==> config.mk <==
export PLATFORM = sky130hd
export DESIGN_NAME = axis_pkt_arbiter
export DESIGN_NICKNAME = d
export VERILOG_FILES = /design/src/rtl/axis_mux_pkg.sv /design/src/rtl/rr_pick.sv /design/src/rtl/axis_pkt_arbiter.sv
export SDC_FILE = /design/constraint.sdc
export NUM_CORES = 1
export LEC_CHECK = 0
export CORE_ASPECT_RATIO = 0.75
export CORE_MARGIN = 1
export CORE_UTILIZATION = 35
export DETAILED_ROUTE_END_ITERATION = 8
export PLACE_DENSITY = 0.56
export SLEW_MARGIN = 40
export SYNTH_ARGS = -nofsm -noshare
export SYNTH_HDL_FRONTEND = slang
export SYNTH_SLANG_ARGS = --single-unit
==> constraint.sdc <==
create_clock -name clk -period 3.9 [get_ports clk]
set_input_delay 0.975 -clock clk [delete_from_list [all_inputs] [get_ports clk]]
set_output_delay 0.975 -clock clk [all_outputs]
set_load 0.01 [all_outputs]
==> src/rtl/axis_mux_pkg.sv <==
// Shared definitions for the 12-input AXI-Stream bus mux and its schedulers.
// Select-code layout: bit 7 marks a valid selection, low bits carry the FIFO index.
package axis_mux_pkg;

   localparam int         SEL_VALID_BIT = 7;
   localparam logic [7:0] SEL_NONE      = 8'd0;
   localparam int         NUM_FIFO      = 12;

   typedef enum logic {
      IDLE = 1'b0,
      XFER = 1'b1
   } arb_state_t;

   function automatic logic [7:0] sel_code(input logic [6:0] idx);
      logic [7:0] code;
      code                = {1'b0, idx};
      code[SEL_VALID_BIT] = 1'b1;
      return code;
   endfunction

endpackage

==> src/rtl/rr_pick.sv <==
// Combinational round-robin finder: returns the first set request bit at or after ptr,
// wrapping from NUM_IN-1 back to 0. ptr is expected to be below NUM_IN.
module rr_pick #(
   parameter int NUM_IN = 12,
   parameter int IDX_W  = 4
) (
   input  logic [NUM_IN-1:0] req,
   input  logic [IDX_W-1:0]  ptr,
   output logic [IDX_W-1:0]  idx,
   output logic              found
);

   localparam int SUM_W = IDX_W + 1;

   logic [NUM_IN-1:0] hit;
   logic [IDX_W-1:0]  cand [NUM_IN];

   generate
      for (genvar gi = 0; gi < NUM_IN; gi++) begin : g_cand
         logic [SUM_W-1:0] sum;
         assign sum      = {1'b0, ptr} + SUM_W'(gi);
         assign cand[gi] = (sum >= SUM_W'(NUM_IN)) ? IDX_W'(sum - SUM_W'(NUM_IN))
                                                   : sum[IDX_W-1:0];
         assign hit[gi]  = req[cand[gi]];
      end
   endgenerate

   // Scan from the far offset down so the nearest hit to ptr is the one that sticks.
   always_comb begin
      idx   = '0;
      found = 1'b0;
      for (int k = NUM_IN - 1; k >= 0; k--) begin
         if (hit[k]) begin
            idx   = cand[k];
            found = 1'b1;
         end
      end
   end

endmodule

==> src/rtl/axis_pkt_arbiter.sv <==
// Packet-granular round-robin scheduler for the AXI-Stream bus mux: holds each grant
// until a tlast handshake (or the beat watchdog) and steers tready to the granted FIFO.
module axis_pkt_arbiter
   import axis_mux_pkg::*;
#(
   parameter int NUM_IN        = NUM_FIFO,
   parameter int IDX_W         = 4,
   parameter int MAX_PKT_BEATS = 1024,
   parameter int CNT_W         = 11
) (
   input  logic              clk,
   input  logic              rst,
   input  logic              arb_en,
   input  logic [NUM_IN-1:0] fifo_pkt_rdy,
   input  logic              mux_tvalid,
   input  logic              mux_tlast,
   input  logic              axis_out_tready,
   output logic [7:0]        bus_sel,
   output logic [NUM_IN-1:0] fifo_tready,
   output logic              busy,
   output logic              pkt_done,
   output logic [IDX_W-1:0]  pkt_src,
   output logic              err_overlong
);

   arb_state_t       state_reg, state_next;
   logic [IDX_W-1:0] grant_idx_reg, grant_idx_next;
   logic [IDX_W-1:0] rr_ptr_reg, rr_ptr_next;
   logic [CNT_W-1:0] beat_cnt_reg, beat_cnt_next;
   logic             pkt_done_reg, pkt_done_next;
   logic [IDX_W-1:0] pkt_src_reg, pkt_src_next;
   logic             err_overlong_reg, err_overlong_next;

   logic [IDX_W-1:0] pick_idx;
   logic             pick_found;
   logic             hs;
   logic             at_limit;
   logic [IDX_W-1:0] ptr_after_grant;

   rr_pick #(
      .NUM_IN (NUM_IN),
      .IDX_W  (IDX_W)
   ) u_rr_pick (
      .req   (fifo_pkt_rdy),
      .ptr   (rr_ptr_reg),
      .idx   (pick_idx),
      .found (pick_found)
   );

   assign busy     = (state_reg == XFER);
   assign hs       = busy & mux_tvalid & axis_out_tready;
   assign at_limit = (beat_cnt_reg == CNT_W'(MAX_PKT_BEATS - 1));
   assign ptr_after_grant = (grant_idx_reg == IDX_W'(NUM_IN - 1)) ? '0
                                                                  : grant_idx_reg + IDX_W'(1);

   always_ff @(posedge clk) begin
      if (rst) begin
         state_reg        <= IDLE;
         grant_idx_reg    <= '0;
         rr_ptr_reg       <= '0;
         beat_cnt_reg     <= '0;
         pkt_done_reg     <= 1'b0;
         pkt_src_reg      <= '0;
         err_overlong_reg <= 1'b0;
      end else begin
         state_reg        <= state_next;
         grant_idx_reg    <= grant_idx_next;
         rr_ptr_reg       <= rr_ptr_next;
         beat_cnt_reg     <= beat_cnt_next;
         pkt_done_reg     <= pkt_done_next;
         pkt_src_reg      <= pkt_src_next;
         err_overlong_reg <= err_overlong_next;
      end
   end

   always_comb begin
      state_next        = state_reg;
      grant_idx_next    = grant_idx_reg;
      rr_ptr_next       = rr_ptr_reg;
      beat_cnt_next     = beat_cnt_reg;
      pkt_done_next     = 1'b0;
      pkt_src_next      = pkt_src_reg;
      err_overlong_next = 1'b0;
      case (state_reg)
         IDLE: begin
            if (arb_en && pick_found) begin
               grant_idx_next = pick_idx;
               beat_cnt_next  = '0;
               state_next     = XFER;
            end
         end
         XFER: begin
            // Only handshaked beats advance the watchdog; stalls can last forever.
            if (hs) begin
               beat_cnt_next = beat_cnt_reg + CNT_W'(1);
               if (mux_tlast || at_limit) begin
                  state_next        = IDLE;
                  pkt_done_next     = 1'b1;
                  pkt_src_next      = grant_idx_reg;
                  rr_ptr_next       = ptr_after_grant;
                  err_overlong_next = ~mux_tlast;
               end
            end
         end
         default: state_next = IDLE;
      endcase
   end

   assign bus_sel      = busy ? sel_code(7'(grant_idx_reg)) : SEL_NONE;
   assign pkt_done     = pkt_done_reg;
   assign pkt_src      = pkt_src_reg;
   assign err_overlong = err_overlong_reg;

   generate
      for (genvar gi = 0; gi < NUM_IN; gi++) begin : g_tready
         assign fifo_tready[gi] = busy & (grant_idx_reg == IDX_W'(gi)) & axis_out_tready;
      end
   endgenerate

endmodule

==> results of run 1 <==
==> cell usage after synthesis, types with 8 or more instances <==
cell type,number,area [um2]
nor2_1,51,191
o21ai_0,31,155
nand2_1,28,105
dfxtp_1,26,521
ha_1,26,325
mux2i_1,22,220
a21oi_1,21,105
nand3_1,21,105
inv_1,19,71.3
nor3_1,15,75.1
clkbuf_1,11,41.3
mux4_2,11,248
nand4_1,11,68.8
or3_1,10,62.6
a31oi_1,8,50.1
nand2b_1,8,50.1
xor2_1,8,70.1
==> cells by family (layout without fill, tap and decap cells) <==
| group | count (synthesis) | after routing |
|---|---|---|
| AO/OA/AOI/OAI | 135 | 135 |
| other | 1 | 3 |
| adder cells (fa/ha/maj) | 26 | 26 |
| multiplexers | 36 | 36 |
| AND/OR/NAND/NOR | 185 | 185 |
| flip-flops | 26 | 26 |
| buffers and inverters | 52 | 99 |
| XOR/XNOR | 18 | 18 |
==> metal layers <==
metal,share of wire,global-route usage,routed length [um],vias up
met5,0,0,0,-
met4,0.012,0.0350,136,0
met3,0.074,0.0389,867,14
met2,0.43,0.323,5080,157
met1,0.48,0.321,5700,1941
li1,-,-,-,1901
==> through the flow <==
stage | instance area, um2 | hold WS [ps] | util | instances
final | 4480 | 506 | 0.435 | 664
after global routing | 4480 | 540 | 0.435 | 664
after CTS | 4460 | 514 | 0.434 | 664
after detailed placement | 4360 | 488 | 0.424 | 660
after global placement | 4360 | 482 | 0.424 | 660
after floorplan | 3720 | 472 | - | 481
==> worst max path at each step <==
stage,start,slack [ps],endpoint
floorplan,rr_ptr_reg[1],30,beat_cnt_reg[1]
global placement,fifo_pkt_rdy[2],70,beat_cnt_reg[1]
detailed placement,fifo_pkt_rdy[3],20,beat_cnt_reg[1]
CTS,rr_ptr_reg[1],170,grant_idx_reg[3]
global route,rr_ptr_reg[1],30,grant_idx_reg[1]
finish,fifo_pkt_rdy[1],250,beat_cnt_reg[1]
==> where the power goes <==
part	switching [mW]	total, mW	leakage, nW	internal, mW
clock network	0.103	0.307	0.0511	0.205
logic	0.199	0.346	1.39	0.147
registers	0.0133	0.284	0.211	0.271
==> cell type report <==
| cell class | instances | area share |
|---|---|---|
| clock buffer | 3 | 0.0168 |
| clock inverter | 1 | 0.00670 |
| inverter | 26 | 0.0218 |
| multi-input combinational | 403 | 0.662 |
| sequential | 26 | 0.116 |
| tap | 136 | 0.0380 |
| timing repair buffer | 69 | 0.139 |
==> tightest hold or removal path: cells and delay by family (launching register included) <==
family | cells | cell delay [ps]
AND/OR/NAND/NOR | 1 | 70
flip-flops | 1 | 340
multiplexers | 1 | 70
==> timing repair <==
item	CTS	global route
resized for setup	0	5
setup buffers	0	0
setup endpoints to repair	0	12
==> run metrics, run 1 <==
TritonCTS clock tree yes; Slew headroom 0.538; status finished with violations; Simple-Gate Fraction of Synth Area 0.262; CP required 4080 ps; Worst Setup End Kind register; Final HPWL DP about 9.6 mm; Worst path depth 10; failing checks design-rule violations; height of the die a little over 90 um; routed vias/inst 6.04; unrepaired setup endpoints after global routing false; share of layout cells above drive strength 1 0.136; post-synthesis mux area share 0.135; CTS hold repair buffers 0; Synth Area in Compound Gates 0.256; library cells used by synthesis 75; CTS max path bufs 2; worst reg-to-reg path cell count 15; WL final about 12 mm; f_max 274 MHz; Power Density roughly 210 nW/um2; arrival time worst endpoint about 3800 ps; area of the multi-input gates between 2000 and 3000 um2; pre-CTS setup slack between 20 and 25 ps; XOR/XNOR Fraction of Synth Area 0.0505; maximum vdd drop approximately 0.18 mV; Mapped Area around 3700 um2; max incr delay on CP ~600 ps; gpl congestion between 0.9 and 1; Power, Total approximately 940 uW; Antenna diodes 0; Hold EP pkt_src[1]; detailed-route via count 4,013; LEAKAGE ~1.6 nW; # port buffers about 40; Buf+Inv Stages, Crit Path 1; Avg Cell Area, Syn 7.76 um2; Gate Count Post-Synth approximately 480; CP most frequent cell a21oi_1; commonest non-fill, non-tap cell in the layout nor2_1; number of H-tree levels 1; crit-path max FO 9; clk root buf clkbuf_16; CTS clk-pin slew, worst paths 70 ps; CTS buffer count 3; critical setup path kind in -> reg; Post-Synth Adder-Cell Area 0.0875; antenna violations before repair 0; setup_tns 0 ps; die area 11,000 um2; most frequent cells in the layout 51 x nor2_1, 41 x clkdlybuf4s50_1, 30 x o21ai_0; final net count roughly 570; final setup violation count 0; drt pass-1 iters 7; Hold Path Class reg -> reg; register area between 500 and 600 um2; max cap viols 0; # rows 32; #FFs+latches synth 26; Fillers just over 1,000; Syn. warnings 0; largest family of logic cells by synthesized area simple AND/OR/NAND/NOR gates; Worst-Margin Slew roughly 700 ps; clk sinks 26; grt total ovfl 0; worst flop-to-flop path endpoint beat_cnt_reg[1]; # IOs 45; Post-synth EDFFs 0; die width 121 um; max reg flops 11; vias in the first global route 3,634; skew final 8.15 ps; CP cell instances clkdlybuf4s50_1, mux4_2, mux2i_1, o21a_1, o21ai_0, a21oi_1, and4_4, a21oi_4, or3b_1, a21oi_1; ys async rst share 0; core box area a little over 10,000 um2; most common flop cell mapped by yosys dfxtp_1; post-synthesis sequential area ratio 0.140; drt drc 2; setup ws final around 250 ps; final hold violation count 0; CP startpoint kind input port; hold_sp pkt_src[1]; Starting Density 0.361; fin crit share 0.936; DR WL/cell 17.7 um; RR Startpoint rr_ptr_reg[2]; Area Overhead vs Synth 20.5%; first-pass GRT wire length 19.0 mm; DRT antenna net count 0; hold-critical path depth 2; R2R setup slack 280 ps; All-Layer GR Usage 0.216; worst skew pair latency ~270 ps; Crit path max-delay family compound AO/OA/AOI/OAI gates; Final Max Tran Viols 0; Final min period around 3700 ps; Worst path slowest cell mux4_2; First DRT Iteration DRCs between 400 and 500; largest net degree at the start of global routing 19
Note: power is estimated with default switching activity, not from simulation.
==> inputs of run 2 (changes only) <==
--- a/config.mk
+++ b/config.mk
@@ -8,6 +8,7 @@
 export CORE_ASPECT_RATIO = 0.75
 export CORE_MARGIN = 1
 export CORE_UTILIZATION = 35
+export CTS_BUF_LIST = sky130_fd_sc_hd__clkbuf_4 sky130_fd_sc_hd__clkbuf_8
 export DETAILED_ROUTE_END_ITERATION = 8
 export PLACE_DENSITY = 0.56
 export SLEW_MARGIN = 40
==> constraint.sdc (replaced) <==
create_clock -name clk -period 3.9 [get_ports clk]
set_input_delay 0.975 -clock clk [delete_from_list [all_inputs] [get_ports clk]]
set_output_delay 0.975 -clock clk [all_outputs]
set_load 0.02 [all_outputs]
==> run 2 against run 1 <==
  * The run still ends with design-rule violations left
  * Sequential power hardly changed
  * Combinational power is 1% higher
  * Global-route usage hardly changed
  * Utilization is 0.33 points lower
  * Register-to-register slack hardly changed
  * Count of clock-buffer cells in the layout stayed put
  * Fmax is 0.51% higher
  * Clock power is 23% lower
  * Sequential cell count stayed put
  * Die area stayed put
  * Clock skew is 2.8 ps higher
==> run metrics, run 2 (synthesis gave the netlist of run 1 again) <==
# rows 32; arrival time worst endpoint approximately 3800 ps; core box area between 10,000 and 15,000 um2; LEAKAGE 1.63 nW; Worst Setup End Kind register; clock power share 0.271; Antenna diodes 0; GR met3 Demand/Resource 0.0383; crit-path max FO 9; failing checks design-rule violations; setup_tns 0 ps; die area about 11,000 um2; register area about 520 um2; Hold Path Class reg -> reg; worst reg-to-reg path cell count 15; final setup violation count 0; CTS clk-pin slew, worst paths about 110 ps; switching power ~310 uW; part of the power in registers 0.327; GRT busiest layer met2; CTS hold repair buffers 0; Area Overhead vs Synth 19.6%; gpl congestion roughly 0.93; unrepaired setup endpoints after global routing false; DR WL/cell 17.7 um; Crit path max-delay family compound AO/OA/AOI/OAI gates; share of layout cells above drive strength 1 0.136; hold-critical path depth 2; skew final about 11 ps; most frequent cells in the layout 51 x nor2_1, 41 x clkdlybuf4s50_1, 30 x o21ai_0; share of power burned in combinational logic 0.403; fin crit share 0.932; final net count 573; Starting Density 0.361; max incr delay on CP between 600 and 700 ps; CTS max path bufs 2; Hold WS roughly 510 ps; max cap viols 0; die width about 120 um; clk sinks 26; # IOs 45; clk root buf clkbuf_8; Final min period roughly 3600 ps; GR Layer Usage met2 0.323; critical setup path kind in -> reg; largest net degree at the start of global routing 19; CP cell instances clkdlybuf4s50_1, mux4_2, mux2i_1, o21a_1, o21ai_0, a21oi_1, and4_4, a21oi_4, or3b_1, a21oi_1; First DRT Iteration DRCs between 300 and 400; TritonCTS clock tree yes; Worst path slowest cell mux4_2; CP required 4100 ps; Fillers about 1,000; Power, Total ~870 uW; f_max roughly 280 MHz; worst flop-to-flop path endpoint grant_idx_reg[1]; All-Layer GR Usage 0.215; first-pass GRT wire length about 19 mm; drt pass-1 iters 7; Buf+Inv Stages, Crit Path 1; height of the die around 91 um; status finished with violations; detailed-route via count about 4,000; WL final between 10 and 15 mm; hold_sp pkt_src[1]; Power Density 196 nW/um2; RR Startpoint rr_ptr_reg[1]; Final Max Tran Viols 0; commonest non-fill, non-tap cell in the layout nor2_1; Finished Core Util 0.432; Worst-Margin Slew between 600 and 700 ps; routed vias/inst about 6.0; CTS buffer count 3; DRT antenna net count 0; CP most frequent cell a21oi_1; # port buffers 41; Int Pwr roughly 560 uW; drt drc 2; Final HPWL DP roughly 9.6 mm; R2R setup slack approximately 290 ps; antenna violations before repair 0; number of H-tree levels 1; grt total ovfl 0; vias in the first global route 3,633; Hold EP pkt_src[1]; grt met1 use 0.319; CP startpoint kind input port; final hold violation count 0; switching share of power 0.361; area of the multi-input gates 2960 um2; worst skew pair latency roughly 280 ps; max reg flops 11; maximum vdd drop 0.131 mV; Slew headroom 0.539
[run 2: cell count changes in the layout (fill, tap and decap cells not counted)]
cell,previous run,this run
clkbuf_16,3,0
clkbuf_8,0,3
[run 2: power groups by stage]
stage	clock, mW	combinational [mW]	sequential, mW
after floorplan	0	0.238	0.284
after global placement	0	0.341	0.290
after detailed placement	0	0.341	0.290
after CTS	0.240	0.342	0.284
after global routing	0.248	0.381	0.286
final	0.235	0.350	0.284
[run 2: how the worst max path moves through the flow]
stage                         start               end  slack [ps]  cells past startpoint
floorplan             rr_ptr_reg[1]   beat_cnt_reg[1]          30                     15
global placement    fifo_pkt_rdy[2]   beat_cnt_reg[1]          70                     10
detailed placement  fifo_pkt_rdy[3]   beat_cnt_reg[1]          20                     10
CTS                   rr_ptr_reg[1]  grant_idx_reg[3]         160                     15
global route          rr_ptr_reg[1]  grant_idx_reg[1]          20                     15
finish              fifo_pkt_rdy[1]   beat_cnt_reg[1]         270                     10
[run 2: cell type report]
cell class	count	area share
Clock buffer	3	0.00929
Clock inverter	1	0.00675
Inverter	26	0.0220
Multi-Input combinational cell	403	0.667
Sequential cell	26	0.117
Tap cell	136	0.0383
Timing Repair Buffer	69	0.140
[run 2: worst register-to-register path: stages, from the launching register on]
cell and delay (ps):
dfxtp_1 360, inv_1 150, ha_1 360, xor2_4 260, clkinv_1 130, buf_4 180
ha_1 210, nand2_1 50, o21ai_0 230, nand2b_1 320, mux2i_1 360, a21oi_2 110
and4_4 170, a21oi_4 270, mux2i_1 130, a311oi_1 240
[run 2: layer usage]
layer,vias to the layer above,routed length [um]
met1,1909,5650
met5,-,0
met3,18,881
met2,167,5090
li1,1901,-
met4,0,158
[run 2: through the flow]
| step | worst slack (ps) | instances | instance area [um2] |
|---|---|---|---|
| finish | 266 | 664 | 4450 |
| detailed placement | 21.9 | 660 | 4360 |
| floorplan | 26.6 | 481 | 3720 |
| global route | 22.5 | 664 | 4450 |
| global placement | 69.6 | 660 | 4360 |
| CTS | 161 | 664 | 4430 |
[run 2: what timing repair did]
action / CTS / global route
setup endpoints to repair: 0 / 12
buffers inserted: 0 / 0
gates resized for setup: 0 / 5
==> RTL change 1 (config.mk and constraints of run 2) <==
The output `err_overlong` loses its register stage (`err_overlong_reg` becomes a continuous assignment).
--- a/src/rtl/axis_pkt_arbiter.sv
+++ b/src/rtl/axis_pkt_arbiter.sv
@@ -61,7 +61,6 @@
          beat_cnt_reg     <= '0;
          pkt_done_reg     <= 1'b0;
          pkt_src_reg      <= '0;
-         err_overlong_reg <= 1'b0;
       end else begin
          state_reg        <= state_next;
          grant_idx_reg    <= grant_idx_next;
@@ -69,9 +68,10 @@
          beat_cnt_reg     <= beat_cnt_next;
          pkt_done_reg     <= pkt_done_next;
          pkt_src_reg      <= pkt_src_next;
-         err_overlong_reg <= err_overlong_next;
       end
    end
+
+   assign err_overlong_reg = err_overlong_next;
 
    always_comb begin
       state_next        = state_reg;
Behaviour: no difference found for any inputs over 10 cycles, from zero or initial values and one cycle with rst high; that may be too few to reach the edited logic, so the function may still have changed.
==> RTL change 1 against run 2 <==
- power is 1.8% higher
- area after synthesis increased by 2.6%
- cell area is 15% higher
- sequential cell count decreased by 1
- critical path depth is 1 higher
- setup slack worse by 0.16 ns
- wire length up 8.5%
- largest cell class unchanged
- worst hold slack got worse by 0.016 ns
- core utilization is 5.6 points higher
- sequential share of layout area shrank 1.8 points
==> RTL change 1: results (changes against run 2) <==
Placed design
  • Cells after DPL: 712 (+7.9%)
  • Gpl congestion: 0.939 (+1.3%)
  • Dpl ws: -0.267 ns (-0.289 ns)
  • DP HPWL: 9970 um (+4.0%)

Route
  • Via count: 4,319 (+8.1%)
  • Pre-antenna DRT Iters: 5 (-2)
  • Wirelength per Cell: 17.4 um (-1.7%)
  • Routed vias/inst: 5.89 (-2.1%)
  • Initial drt markers: 362 (-6.5%)

Pwr
  • Sw frac: 38.9% (+2.8 points)
  • Power density cells: 174 nW/um^2 (-11%)
  • Logic pwr share: 50.2% (+9.9 points)
  • Peak VDD IR: 117 uV (-11%)
  • Clock share of power: 19.0% (-8.1 points)

Critical path
  • RR Endpoint: beat_cnt_reg[1]$_SDFFE_PP0P_
  • Reg2reg path depth: 13 (-2)
  • CP arrival: 3.99 ns (+0.15 ns)
  • R2r setup slk: 0.19 ns (-0.10 ns)
  • Critical path fanouts, max: 6 (-3)
  • CP startpoint: fifo_pkt_rdy[8]

Global routing
  • Initial antenna violation count: 0 (unchanged)
  • GRT Util Overall: 22.7% (+1.2 points)
  • Number of global-route vias before repair: 4,015 (+11%)
  • First-pass GRT wire length: 20,300 um (+6.7%)

Timing
  • Hold WS: 0.498 ns (-0.0165 ns)
  • Skew final: 0.00324 ns (-0.00770 ns)
  • Final Cycle Share: 97.2% (+4.1 points)

Synthesis
  • Top cells by area, synth: dfxtp_1 (13%), ha_1 (8.9%), mux4_2 (5.3%)
  • Seq/Total Area, Yosys: 13.1% (-0.87 points)

Run status
  • Run status: finished clean

Worst hold path
  • Hold Path End: pkt_src[0]$_SDFFE_PP0P_

Clock network
  • Clk pin slew, worst setup/hold paths: 0.09 ns (-0.02 ns)
  • CTS resizes: 2 (+2)

Layout
  • Layout cells sized above 1: 25.5% (+12 points)
  • Fin nets: 643 (+12%)
## RTL change 1: layout make-up
class	count	area, sq um
clock buffers	4	48.8
multi-input cells	418	3220
flip-flops and latches	25	508
well taps	136	170
fillers	1002	5350
repair buffers	123	1040
inverters	27	106
## RTL change 1: kinds of logic after synthesis
kind of cell / count (synthesis) / share of synthesized area [%]
multiplexers: 26 / 11.2
XOR/XNOR: 16 / 3.68
other: 1 / 0.0984
buffers and inverters: 58 / 6.92
AO/OA/AOI/OAI: 161 / 31.1
adder cells (fa/ha/maj): 27 / 8.86
AND/OR/NAND/NOR: 185 / 25.0
flip-flops: 25 / 13.1
## RTL change 1: metal layers
metal | routed length (um) | track usage (%) | vias to the layer above
met3 | 790 | 3.45 | 17
met1 | 6340 | 34.2 | 2057
li1 | - | - | 2100
met5 | 0 | 0 | -
met4 | 195 | 4.27 | 0
met2 | 5450 | 33.8 | 145
==> RTL change 2 (settings of run 2) <==
Made on the original files. The parameter `CNT_W` goes from 11 to 22.
--- a/src/rtl/axis_pkt_arbiter.sv
+++ b/src/rtl/axis_pkt_arbiter.sv
@@ -6,7 +6,7 @@
    parameter int NUM_IN        = NUM_FIFO,
    parameter int IDX_W         = 4,
    parameter int MAX_PKT_BEATS = 1024,
-   parameter int CNT_W         = 11
+   parameter int CNT_W         = 22
 ) (
    input  logic              clk,
    input  logic              rst,
Check against the original RTL: no difference found for any inputs over 10 cycles, from zero or initial values and one cycle with rst high; that may be too few to reach the edited logic, so the function may still have changed.
==> RTL change 2 against run 2 <==
- sequential power rose by 42%
- cell area rose by 31%
- clock power rose by 16%
- wire length rose by 29%
- sequential cell count rose by 11
- non-clock buffer count rose by 46
- power rose by 33%
- area after synthesis rose by 24%
- final cell count rose by 25%
- worst hold slack got worse by 0.015 ns
- sequential share of layout area rose by 0.98 points
- setup slack got worse by 0.13 ns
- combinational power rose by 37%
- largest cell class unchanged
==> RTL change 2: results (changes against run 2) <==
Global routing
  • GRT Util Overall: 22.4% (+0.86 points)
  • Initial antenna violation count: 0 (unchanged)
  • Number of global-route vias before repair: 4,523 (+24%)
  • Largest net degree at the start of global routing: 32 (+13)
  • First-pass GRT wire length: 23,900 um (+25%)

Worst hold path
  • Tightest Hold Check Type: register to register
  • Hold path depth: 2 (unchanged)

Route
  • Via count: 4,951 (+24%)
  • Post-Route WL: 15,200 um (+29%)
  • Initial drt markers: 329 (-15%)
  • Pre-antenna DRT Iters: 5 (-2)

Pwr
  • Peak VDD IR: 107 uV (-18%)
  • LEAKAGE: 2.09 nW (+28%)
  • Int Pwr: 0.731 mW (+32%)

Synthesis
  • Top cells by count, synth: nor2_1 (52), nand2_1 (39), dfxtp_1 (37), a21oi_1 (27), ha_1 (27)
  • Top cells by area, synth: dfxtp_1 (16%), ha_1 (7.4%), mux4_2 (6.9%)
  • Seq/Total Area, Yosys: 16.1% (+2.1 points)
  • Async SR Flop Fraction: 0% (unchanged)
  • Cell variety after synth: 91 (+21%)
  • Synth warn: 0 (unchanged)

Critical path
  • Reg2reg path depth: 15 (unchanged)
  • Critical path fanouts, max: 6 (-3)
  • Crit-path slowest cell: mux4_2
  • CP max stage delay: 0.50 ns (-0.11 ns)

Placed design
  • Gpl congestion: 0.922 (-0.55%)
  • Dpl ws: -0.131 ns (-0.153 ns)
  • DP HPWL: 11,900 um (+24%)
  • Post-DP Area: 5570 sq um (+28%)
  • I/O Buffers: 41 (unchanged)

Layout
  • Layout cells sized above 1: 22.4% (+8.8 points)
  • Antenna Cells: 0 (unchanged)
  • Max reg flops: 22 (+11)
  • Fin nets: 708 (+24%)
  • Fillcell total: 1,283 (+24%)

Clock network
  • Num CTS Buffers: 5 (+2)
  • Root Driver: clkbuf_8
  • Clock latency on the worst-skew pair: 0.30 ns (+0.02 ns)
  • Clk pin slew, worst setup/hold paths: 0.08 ns (-0.03 ns)
  • CTS max path bufs: 2 (unchanged)
  • # H-tree levels: 2 (+1)

Timing
  • Slew margin rel.: 45.5% (-8.4 points)
  • Skew final: 0.00775 ns (-0.00319 ns)

Run status
  • Run status: finished clean
[RTL change 2: cell count changes after synthesis, moves of 6 or more]
cell,run 2,this run
o21ai_0,31,19
a21oi_1,21,27
dfxtp_1,26,37
mux2i_1,22,14
xnor2_1,6,16
nand2_1,28,39
nor3_1,15,24
[RTL change 2: critical path, delay by kind of cell (launching register included)]
family	cells	cell delay (ns)
XOR/XNOR	2	0.31
multiplexers	1	0.50
adder cells (fa/ha/maj)	2	0.57
AND/OR/NAND/NOR	3	0.49
AO/OA/AOI/OAI	5	1.09
buffers and inverters	2	0.37
flip-flops	1	0.36
[RTL change 2: worst paths after layout]
kind / start / to / slack (ns)
worst max-delay path: rr_ptr_reg[1]$_SDFFE_PP0P_ / beat_cnt_reg[21]$_SDFFE_PP0P_ / 0.14
worst min-delay path: pkt_src[1]$_SDFFE_PP0P_ / pkt_src[1]$_SDFFE_PP0P_ / 0.50
worst max register to register: rr_ptr_reg[1]$_SDFFE_PP0P_ / beat_cnt_reg[21]$_SDFFE_PP0P_ / 0.14
worst min register to register: pkt_src[1]$_SDFFE_PP0P_ / pkt_src[1]$_SDFFE_PP0P_ / 0.50
[RTL change 2: cells by family after synthesis]
family	Yosys count	share of synthesized area [%]
DFF	37	16.1
xor gates and xnor gates	27	5.31
other	1	0.0816
buffers and inverters	57	6.18
adders and majority gates	27	7.35
AOI/OAI and AO/OA	167	27.5
and+or+nand+nor	226	26.5
muxes	32	10.9
[RTL change 2: timing repair]
action	CTS	global route
setup endpoints to repair	0	27
gates resized for setup	0	25
hold buffers	0	0
setup buffers	0	7
[RTL change 2: power by group through the flow]
stage	Sequential [mW]	Clock, mW	Combinational, mW
finish	0.402	0.273	0.481
detailed placement	0.411	0	0.454
floorplan	0.402	0	0.284
global route	0.404	0.301	0.518
global placement	0.411	0	0.452
CTS	0.402	0.280	0.457
[RTL change 2: metrics by stage]
step | instances | utilization [%] | total power [mW] | hold slack [ns] | TNS [ns]
final | 830 | 46.6 | 1.16 | 0.499 | 0
after global routing | 830 | 46.6 | 1.22 | 0.548 | -0.146
after CTS | 823 | 45.1 | 1.14 | 0.507 | 0
after detailed placement | 815 | 44.5 | 0.865 | 0.483 | -2.37
after global placement | 815 | 44.5 | 0.863 | 0.478 | -0.214
after floorplan | 576 | - | 0.687 | 0.467 | 0
[RTL change 2: layout make-up]
cell class / instances / share of cell area, %
flip-flops and latches: 37 / 12.7
well taps: 166 / 3.56
multi-input cells: 482 / 63.6
repair buffers: 115 / 17.2
clock buffers: 6 / 1.31
inverters: 22 / 1.48
clock inverters: 2 / 0.172
[RTL change 2: per-layer routing]
metal	vias up	track usage [%]	wire length, um
met5	-	0	0
met4	0	3.89	146
met3	16	4.20	1040
met1	2402	33.4	7560
met2	168	33.5	6510
li1	2365	-	-
